## src/rtl/uart_tx_byte_if.sv

```systemverilog
// Byte-request and serial-line bundle for uart_tx_byte.
// The producer drives I/VALID; the transmitter drives READY/TX/BUSY.
interface uart_tx_byte_if;
    logic [7:0] I;
    logic       VALID;
    logic       READY;
    logic       TX;
    logic       BUSY;

    modport master (
        output I,
        output VALID,
        input  READY,
        input  TX,
        input  BUSY
    );

    modport slave (
        input  I,
        input  VALID,
        output READY,
        output TX,
        output BUSY
    );
endinterface

```

## src/rtl/uart_tx_byte.sv

```systemverilog
// 8N1 UART transmitter, LSB first: one byte per VALID&READY handshake.
// TX, READY and BUSY come straight from flops; all timing is BAUD_DIV cycles per bit.
module uart_tx_byte #(
    parameter int BAUD_DIV = 104,
    parameter int CNT_W    = 16
) (
    input  logic           CLK,
    input  logic           RESETN,
    uart_tx_byte_if.slave  bus
);

    typedef enum logic [1:0] {
        ST_IDLE  = 2'd0,
        ST_START = 2'd1,
        ST_DATA  = 2'd2,
        ST_STOP  = 2'd3
    } state_t;

    localparam logic [CNT_W-1:0] TC_VAL  = CNT_W'(BAUD_DIV - 1);
    localparam logic [CNT_W-1:0] CNT_ONE = CNT_W'(1);

    state_t           state_r, state_s;
    logic [CNT_W-1:0] cnt_r, cnt_s;
    logic [2:0]       bit_idx_r, bit_idx_s;
    logic [7:0]       shift_r, shift_s;
    logic             tx_r, tx_s;
    logic             ready_r, ready_s;
    logic             busy_r;
    logic             tc_s;

    assign tc_s = (cnt_r == TC_VAL);

    // Next-state logic; tx_s/ready_s are the values the output flops take next cycle.
    always_comb begin
        state_s   = state_r;
        cnt_s     = cnt_r;
        bit_idx_s = bit_idx_r;
        shift_s   = shift_r;
        tx_s      = tx_r;
        ready_s   = ready_r;
        case (state_r)
            ST_IDLE: begin
                tx_s    = 1'b1;
                ready_s = 1'b1;
                if (bus.VALID && ready_r) begin
                    shift_s = bus.I;
                    cnt_s   = '0;
                    state_s = ST_START;
                    tx_s    = 1'b0;
                    ready_s = 1'b0;
                end else begin
                    state_s = ST_IDLE;
                end
            end
            ST_START: begin
                ready_s = 1'b0;
                if (tc_s) begin
                    cnt_s     = '0;
                    bit_idx_s = 3'd0;
                    state_s   = ST_DATA;
                    tx_s      = shift_r[0];
                end else begin
                    cnt_s = cnt_r + CNT_ONE;
                    tx_s  = 1'b0;
                end
            end
            ST_DATA: begin
                ready_s = 1'b0;
                if (tc_s) begin
                    cnt_s     = '0;
                    shift_s   = {1'b0, shift_r[7:1]};
                    bit_idx_s = bit_idx_r + 3'd1;
                    // Look ahead one bit so TX changes on the same edge as the bit index.
                    if (bit_idx_r == 3'd7) begin
                        state_s = ST_STOP;
                        tx_s    = 1'b1;
                    end else begin
                        tx_s = shift_r[1];
                    end
                end else begin
                    cnt_s = cnt_r + CNT_ONE;
                    tx_s  = shift_r[0];
                end
            end
            ST_STOP: begin
                tx_s = 1'b1;
                if (tc_s) begin
                    cnt_s   = '0;
                    state_s = ST_IDLE;
                    ready_s = 1'b1;
                end else begin
                    cnt_s   = cnt_r + CNT_ONE;
                    ready_s = 1'b0;
                end
            end
            default: begin
                state_s   = ST_IDLE;
                cnt_s     = '0;
                bit_idx_s = 3'd0;
                tx_s      = 1'b1;
                ready_s   = 1'b1;
            end
        endcase
    end

    // State and output registers with synchronous active-low reset.
    always_ff @(posedge CLK) begin
        if (!RESETN) begin
            state_r   <= ST_IDLE;
            cnt_r     <= '0;
            bit_idx_r <= 3'd0;
            shift_r   <= 8'h00;
            tx_r      <= 1'b1;
            ready_r   <= 1'b1;
            busy_r    <= 1'b0;
        end else begin
            state_r   <= state_s;
            cnt_r     <= cnt_s;
            bit_idx_r <= bit_idx_s;
            shift_r   <= shift_s;
            tx_r      <= tx_s;
            ready_r   <= ready_s;
            busy_r    <= ~ready_s;
        end
    end

    assign bus.TX    = tx_r;
    assign bus.READY = ready_r;
    assign bus.BUSY  = busy_r;

endmodule

```

## src/flat_wrapper.sv

```systemverilog
// flat-port wrapper written by rule: the top's interface ports become plain ports
module uart_tx_byte_flat 
#(
    parameter int BAUD_DIV = 104,
    parameter int CNT_W    = 16
)
  (CLK, RESETN, bus_I, bus_VALID, bus_READY, bus_TX, bus_BUSY);
  uart_tx_byte_if bus_i ();
  input  logic CLK;
  input  logic RESETN;
  input wire logic [$bits(bus_i.I)-1:0] bus_I;
  input wire logic [$bits(bus_i.VALID)-1:0] bus_VALID;
  output wire logic [$bits(bus_i.READY)-1:0] bus_READY;
  output wire logic [$bits(bus_i.TX)-1:0] bus_TX;
  output wire logic [$bits(bus_i.BUSY)-1:0] bus_BUSY;
  assign bus_i.I = bus_I;
  assign bus_i.VALID = bus_VALID;
  assign bus_READY = bus_i.READY;
  assign bus_TX = bus_i.TX;
  assign bus_BUSY = bus_i.BUSY;
  uart_tx_byte #(.BAUD_DIV(BAUD_DIV), .CNT_W(CNT_W)) u_core (.CLK(CLK), .RESETN(RESETN), .bus(bus_i));
endmodule
```

## config.mk

```make
export PLATFORM = sky130hd
export DESIGN_NAME = uart_tx_byte_flat
export DESIGN_NICKNAME = d
export VERILOG_FILES = /design/src/rtl/uart_tx_byte_if.sv /design/src/rtl/uart_tx_byte.sv /design/src/flat_wrapper.sv
export SDC_FILE = /design/constraint.sdc
export NUM_CORES = 1
export LEC_CHECK = 0
export CORE_MARGIN = 1.5
export CORE_UTILIZATION = 50
export CTS_CLUSTER_DIAMETER = 150
export DETAILED_ROUTE_END_ITERATION = 7
export HOLD_SLACK_MARGIN = 0.06
export PLACE_DENSITY = 0.82
export SETUP_SLACK_MARGIN = 0.5
export SLEW_MARGIN = 20
export SYNTH_ARGS = -nofsm -noshare
export SYNTH_HDL_FRONTEND = slang
export SYNTH_SLANG_ARGS = --single-unit
```

## constraint.sdc

```tcl
create_clock -name CLK -period 1.75 [get_ports CLK]
set_clock_uncertainty 0.1 [all_clocks]
set_input_delay 0.35 -clock CLK [delete_from_list [all_inputs] [get_ports CLK]]
set_output_delay 0.35 -clock CLK [all_outputs]
set_load 0.01 [all_outputs]
```

==> summary.txt, run 1 <==
Cells and area
  – Layout fillers: 226
  – Post-route cell area: 2610 µm²
  – Layout area overhead: 47.6%
  – Fraction of layout cells with a size suffix above 1: 45.9%
  – Nets: 264
  – Util after Layout: 77.7%
  – Area of the multi-input gates: 1340 µm²
  – # diodes: 0
  – Storage cell area: 679 µm²

STA
  – Final Hold Vio Count: 0
  – Relative slew margins: 75.2%
  – Worst-Margin Slew: 0.368 ns
  – Tcrit/Tclk final: 106%
  – Slew Viols, Final: 0
  – Worst Setup Slack, final: -0.104 ns
  – Setup TNS: -0.116 ns
  – Final Critical Period: 1.85 ns
  – Fmax: 539 MHz
  – RSZ-0062 raised after global routing: true
  – Min Hold Slack: 0.366 ns
  – Setup violators final: 4

Place
  – DP HPWL: 3080 µm
  – Placer Congestion: 0.848
  – Dpl cell area: 2260 µm²
  – Port buffer count: 13

Yosys
  – Synth Register Bits: 32
  – Top_reg_cell synth: dfxtp_1
  – Synth Cell Area: 1770 µm²
  – Seq/Total Area, Yosys: 36.2%
  – Syn Area/Cell: 9.08 µm²
  – Synth async-reset ratio: 0%
  – Synth warn: 0
  – Distinct cells, synth: 49
  – Syn_nets: 214
  – EDFF count, synth: 0
  – Cell count after synthesis: 195

Clocking
  – Worst-path clk slew: 0.10 ns
  – TritonCTS Buffers: 5
  – TritonCTS clock tree: done
  – Clk_lat worst skew: 0.34 ns
  – Root buffer cell: clkbuf_4
  – CTS H-tree lvls: 2
  – # clock sinks: 32
  – Clock buffer depth: 2

Drt
  – Drc violations: 0
  – First-pass DRT Iterations: 4
  – Met3 wirelength from detailed routing: 351 µm
  – Metal-1 WL: 2210 µm
  – Highest metal used: met4
  – WL/cell: 19.4 µm
  – Vias per Instance: 6.15
  – Routed Antenna Nets: 0
  – Routed length on met2: 2920 µm
  – Vias: 1,797
  – Final WL: 5670 µm
  – DR iter-0 viols: 204

Pwr
  – Switching power: 1.13 mW
  – Final Power: 2.93 mW
  – Clock Power Share: 15.6%
  – Internal power: 1.79 mW
  – Reg power frac: 33.2%
  – Sw Ratio: 38.7%
  – Combinational power share: 51.1%
  – Worst ir drop on vdd: 0.000598 V
  – Leak pwr: 1.02 nW
  – Power density over cell area: 1120 nW/µm²

Critical path
  – Arr. time, crit path: 1.97 ns
  – Worst path required time: 1.87 ns
  – R2R depth: 6
  – CP max stage cell: dfxtp_4
  – CP Max Fanout: 6
  – CP cell instances: inv_4, ha_4, a21boi_4, or3_1, o31ai_1, a211oi_1
  – R2r setup slk: -0.10 ns
  – Critical path type: register to register
  – Critical R2R Launch: u_core.state_r[1]
  – CP endpoint kind: register
  – Capturing point of the worst reg2reg path: u_core.cnt_r[12]
  – Setup crit start kind: register
  – Crit path largest cell delay: 0.40 ns

Global route
  – First-pass GRT wire length: 7790 µm
  – Vias in the first global route: 1,704
  – Largest net degree at the start of global routing: 18
  – Global route overflow: 0
  – Initial antenna violation count: 0
  – Global Route Usage Sum: 25.2%

Floorplanning
  – Die area: 3910 µm²
  – # rows: 21
  – Initial Util: 52.6%
  – Ports: 14
  – Die Wd: 62.5 µm
  – Die Y: 62.5 µm
  – Core ar.: 3360 µm²

Worst hold path
  – Worst hold endpoint: u_core.shift_r[3]
  – Hold depth: 2
  – Hold path start: u_core.shift_r[3]
  – Hold crit path type: register to register

Run status
  – Failing checks: setup timing
  – Status: finished with violations

Run
  – Max Cap Viol: 0
[metrics by stage]
stage	std cells	setup WS, ns
detailed placement	274	-0.341
global placement	274	-0.289
floorplan	195	0.110
global route	292	-0.101
finish	292	-0.104
CTS	287	0.0563
[sequential cells by signal, indices dropped and copies added, names as in the netlist]
name,cells
u_core.cnt_r,16
u_core.shift_r,8
u_core.bit_idx_r,3
u_core.state_r,2
u_core.bus.BUSY,1
u_core.bus.READY,1
u_core.bus.TX,1
[per-layer routing]
layer	GRT usage, %	up-vias
li1	-	818
met1	30.3	873
met2	42.9	84
met3	6.31	22
met4	10.3	0
met5	0	-
[placed cells by master (no fill, tap or decap), types with 3 or more instances in the layout]
cell type	Yosys	routed
dfxtp_1	32	17
buf_4	1	31
nor2_1	13	8
nand2_1	31	29
mux2i_1	11	11
dfxtp_2	0	7
ha_4	0	3
clkdlybuf4s50_1	0	10
buf_6	0	7
nor4_4	0	5
dfxtp_4	0	8
nor2_2	0	3
clkbuf_4	0	5
ha_1	8	5
a21oi_1	5	5
nand3_1	6	5
mux2_2	8	8
xnor2_1	7	6
nor3_1	7	7
[what timing repair did]
| item | in CTS | in global routing |
|---|---|---|
| hold buffers | 0 | 0 |
| hold endpoints to repair | 0 | 0 |
| resized for setup | 30 | 34 |
| setup buffers | 5 | 5 |
| endpoints found under the setup margin | 35 | 35 |
| pin swaps | 6 | 12 |
[worst max-delay path: cells and delay by family, from the launching register on]
| family | cells | cell delay [ns] |
|---|---|---|
| compound gates | 3 | 0.62 |
| fa+ha+maj | 1 | 0.16 |
| simple gates | 1 | 0.40 |
| flops | 1 | 0.40 |
| buf+inv | 1 | 0.05 |
[synth_stat cells, types with 3 or more instances]
library cell / instances / area [µm²]
or3_1: 3 / 18.8
clkbuf_1: 6 / 22.5
nor2_1: 13 / 48.8
dfxtp_1: 32 / 641
nor3_1: 7 / 35.0
nand3_1: 6 / 30.0
nor4_1: 6 / 37.5
xnor2_1: 7 / 61.3
a21oi_1: 5 / 25.0
ha_1: 8 / 100
mux2_2: 8 / 90.1
o21ai_0: 4 / 20.0
nand2_1: 31 / 116
nor2b_1: 3 / 18.8
mux2i_1: 11 / 110
inv_1: 4 / 15.0
[final cells by class]
type	count	area share, %
well taps	46	2.20
repair buffers	52	17.7
clock buffers	8	2.25
multi-input cells	150	51.1
flip-flops and latches	32	26.0
inverters	4	0.766
[worst max-delay path by stage]
stage               depth (start not counted)  slack, ns              start          endpoint
global route                                6      -0.10  u_core.state_r[1]  u_core.cnt_r[12]
CTS                                         5       0.06    u_core.cnt_r[9]     u_core.bus.TX
detailed placement                          6      -0.34          bus_VALID   u_core.cnt_r[9]
global placement                            5      -0.29          bus_VALID  u_core.cnt_r[11]
finish                                      6      -0.10  u_core.state_r[1]  u_core.cnt_r[12]
floorplan                                   4       0.11    u_core.cnt_r[5]  u_core.cnt_r[15]
[power groups by stage]
stage / clock network (mW) / registers (mW) / logic, mW
final: 0.457 / 0.972 / 1.50
after global placement: 0 / 0.956 / 1.10
after detailed placement: 0 / 0.962 / 1.13
after CTS: 0.458 / 0.937 / 1.26
after global routing: 0.498 / 0.987 / 1.56
after floorplan: 0 / 0.955 / 0.735
[cells by family (layout without fill, tap and decap cells)]
family                     Yosys count  in the layout  share of synthesized area [%]
and+or+nand+nor                     83             83                           25.0
AOI/OAI and AO/OA                   33             33                           14.8
DFF                                 32             32                           36.2
muxes                               19             19                           11.3
buffers and inverters               13             64                           3.60
adders and majority gates            8              8                           5.65
xor gates and xnor gates             7              7                           3.46
Note: power is estimated with default switching activity, not from simulation.
==> run 2, diff against run 1 <==
CORE_UTILIZATION = 41   (was 50)
PLACE_DENSITY = 0.71   (was 0.82)
==> run 2 against run 1 <==
The run still ends with setup timing left. Setup slack gained 0.054 ns. Fmax grew 3.0%. Power shrank 1.4%. Non-clock buffer count shrank 4. Sequential share of layout area grew 0.38 points. Die area grew 21%. Utilization shrank 14 points. Cell area shrank 0.91%. Routed wire length shrank 19%. First-iteration DRC count shrank 30%. Critical endpoint is now u_core.cnt_r[13].
==> summary.txt, run 2 (synthesis gave the netlist of run 1 again) <==
Run status
  – Status: finished with violations
  – Failing checks: setup timing

Clocking
  – # clock sinks: 32
  – Clock buffer depth: 2
  – TritonCTS Buffers: 5
  – Clk_lat worst skew: 0.29 ns
  – TritonCTS clock tree: done
  – Root buffer cell: clkbuf_8
  – CTS H-tree lvls: 2
  – Worst-path clk slew: 0.07 ns

Critical path
  – Worst path required time: 1.88 ns
  – CP cell instances: nand4_1, buf_4, buf_4, buf_4, buf_4, buf_4, nor4_4, o221a_2
  – CP endpoint kind: register
  – Arr. time, crit path: 1.93 ns
  – Critical R2R Launch: u_core.cnt_r[10]
  – R2R depth: 8
  – CP Max Fanout: 6
  – Crit path largest cell delay: 0.39 ns
  – Capturing point of the worst reg2reg path: u_core.cnt_r[13]
  – Setup crit start kind: register
  – CP max stage cell: dfxtp_4
  – Cell mode on critical path: buf_4
  – Critical path type: register to register
  – R2r setup slk: -0.05 ns

Global route
  – Initial antenna violation count: 0
  – First-pass GRT wire length: 6630 µm
  – Global Route Usage Sum: 19.5%
  – Largest net degree at the start of global routing: 28
  – Vias in the first global route: 1,401
  – Global route overflow: 0

Worst hold path
  – Hold depth: 2
  – Worst hold endpoint: u_core.shift_r[4]
  – Hold path start: u_core.shift_r[4]
  – Hold crit path type: register to register

Drt
  – Vias: 1,620
  – Routed Antenna Nets: 0
  – Final WL: 4570 µm
  – Vias per Instance: 5.55
  – Highest metal used: met4
  – Routed length on met2: 2250 µm
  – DR iter-0 viols: 142
  – Met3 wirelength from detailed routing: 209 µm
  – WL/cell: 15.6 µm
  – Drc violations: 0
  – Metal-1 WL: 2030 µm
  – First-pass DRT Iterations: 4

Cells and area
  – Biggest register: u_core.cnt_r
  – # diodes: 0
  – Commonest non-fill, non-tap cell in the layout: nand2_1
  – Nets: 260
  – Layout area overhead: 46.2%
  – Layout fillers: 329
  – Post-route cell area: 2590 µm²
  – Top flop regs: u_core.cnt_r x16, u_core.shift_r x8, u_core.bit_idx_r x3
  – Fraction of layout cells with a size suffix above 1: 45.5%
  – Commonest non-fill, non-tap cells in the layout: nand2_1 (30), buf_4 (29), dfxtp_1 (16)
  – Max reg flops: 16

STA
  – Relative slew margins: 71.6%
  – Fmax: 556 MHz
  – Final Hold Vio Count: 0
  – Final Critical Period: 1.80 ns
  – Worst Setup Slack, final: -0.0495 ns
  – RSZ-0062 raised after global routing: true
  – Worst-Margin Slew: 0.426 ns
  – Setup violators final: 2
  – Slew Viols, Final: 0
  – Tcrit/Tclk final: 103%

Pwr
  – Worst ir drop on vdd: 0.000545 V
  – Leak pwr: 1.01 nW
  – Power density over cell area: 1110 nW/µm²

Run
  – Max Cap Viol: 0

Floorplanning
  – # rows: 23
  – Die Y: 68.7 µm
  – Ports: 14
  – Core ar.: 4090 µm²
  – Initial Util: 43.3%
  – Die area: 4720 µm²
  – Die Wd: 68.7 µm

Place
  – Port buffer count: 13
  – DP HPWL: 2850 µm
  – Setup WS pre-CTS: -0.253 ns
  – Dpl cell area: 2210 µm²
  – Placer Congestion: 0.858
## run 2: cell type report
class | count | area [µm²] | area share (%)
multi-input combinational | 150 | 1280 | 49.6
sequential | 32 | 683 | 26.4
timing repair buffer | 48 | 445 | 17.2
clock buffer | 6 | 82.6 | 3.19
tap | 50 | 62.6 | 2.42
inverter | 4 | 20.0 | 0.773
clock inverter | 2 | 10.0 | 0.387
## run 2: per-layer routing
layer	track usage (%)	up-vias
met5	0	-
met4	7.11	0
met3	6.98	7
met2	29.4	36
met1	25.6	768
li1	-	809
## run 2: how the worst max path moves through the flow
| stage | start | slack (ns) | end |
|---|---|---|---|
| after global placement | bus_VALID | -0.22 | u_core.cnt_r[13] |
| after detailed placement | bus_VALID | -0.25 | u_core.cnt_r[13] |
| after CTS | u_core.cnt_r[10] | 0.05 | u_core.cnt_r[15] |
| after floorplan | u_core.cnt_r[5] | 0.11 | u_core.cnt_r[15] |
| final | u_core.cnt_r[10] | -0.05 | u_core.cnt_r[13] |
| after global routing | u_core.cnt_r[10] | -0.09 | u_core.cnt_r[13] |
## run 2: critical path, delay by kind of cell (launching register included)
| family | cells | cell delay [ns] |
|---|---|---|
| AOI/OAI and AO/OA | 1 | 0.24 |
| and+or+nand+nor | 2 | 0.33 |
| DFF | 1 | 0.39 |
| buffers and inverters | 5 | 0.67 |
## run 2: through the flow
stage          utilization (%)  setup TNS [ns]  hold WS [ns]  power (mW)  cells
2_1_floorplan                -               0         0.335        1.69    195
3_3_place_gp              54.2           -3.71         0.344        2.04    271
3_5_place_dp              54.2           -4.19         0.352        2.06    271
4_1_cts                   59.0               0         0.362        2.69    288
5_1_grt                   63.3          -0.424         0.372        3.05    292
6_report                  63.3         -0.0726         0.360        2.88    292
## run 2: power breakdown
part | leakage [nW] | switching, mW | internal [mW]
clock | 0.0510 | 0.283 | 0.313
combinational | 0.692 | 0.639 | 0.686
sequential | 0.270 | 0.105 | 0.857
total | 1.01 | 1.03 | 1.86
## run 2: timing repair
action,4_1_cts,5_1_grt
endpoints found under the setup margin,35,33
setup buffers,9,3
gates resized for setup,25,30
cloned,0,1
hold buffers,0,0
pin swaps,10,9
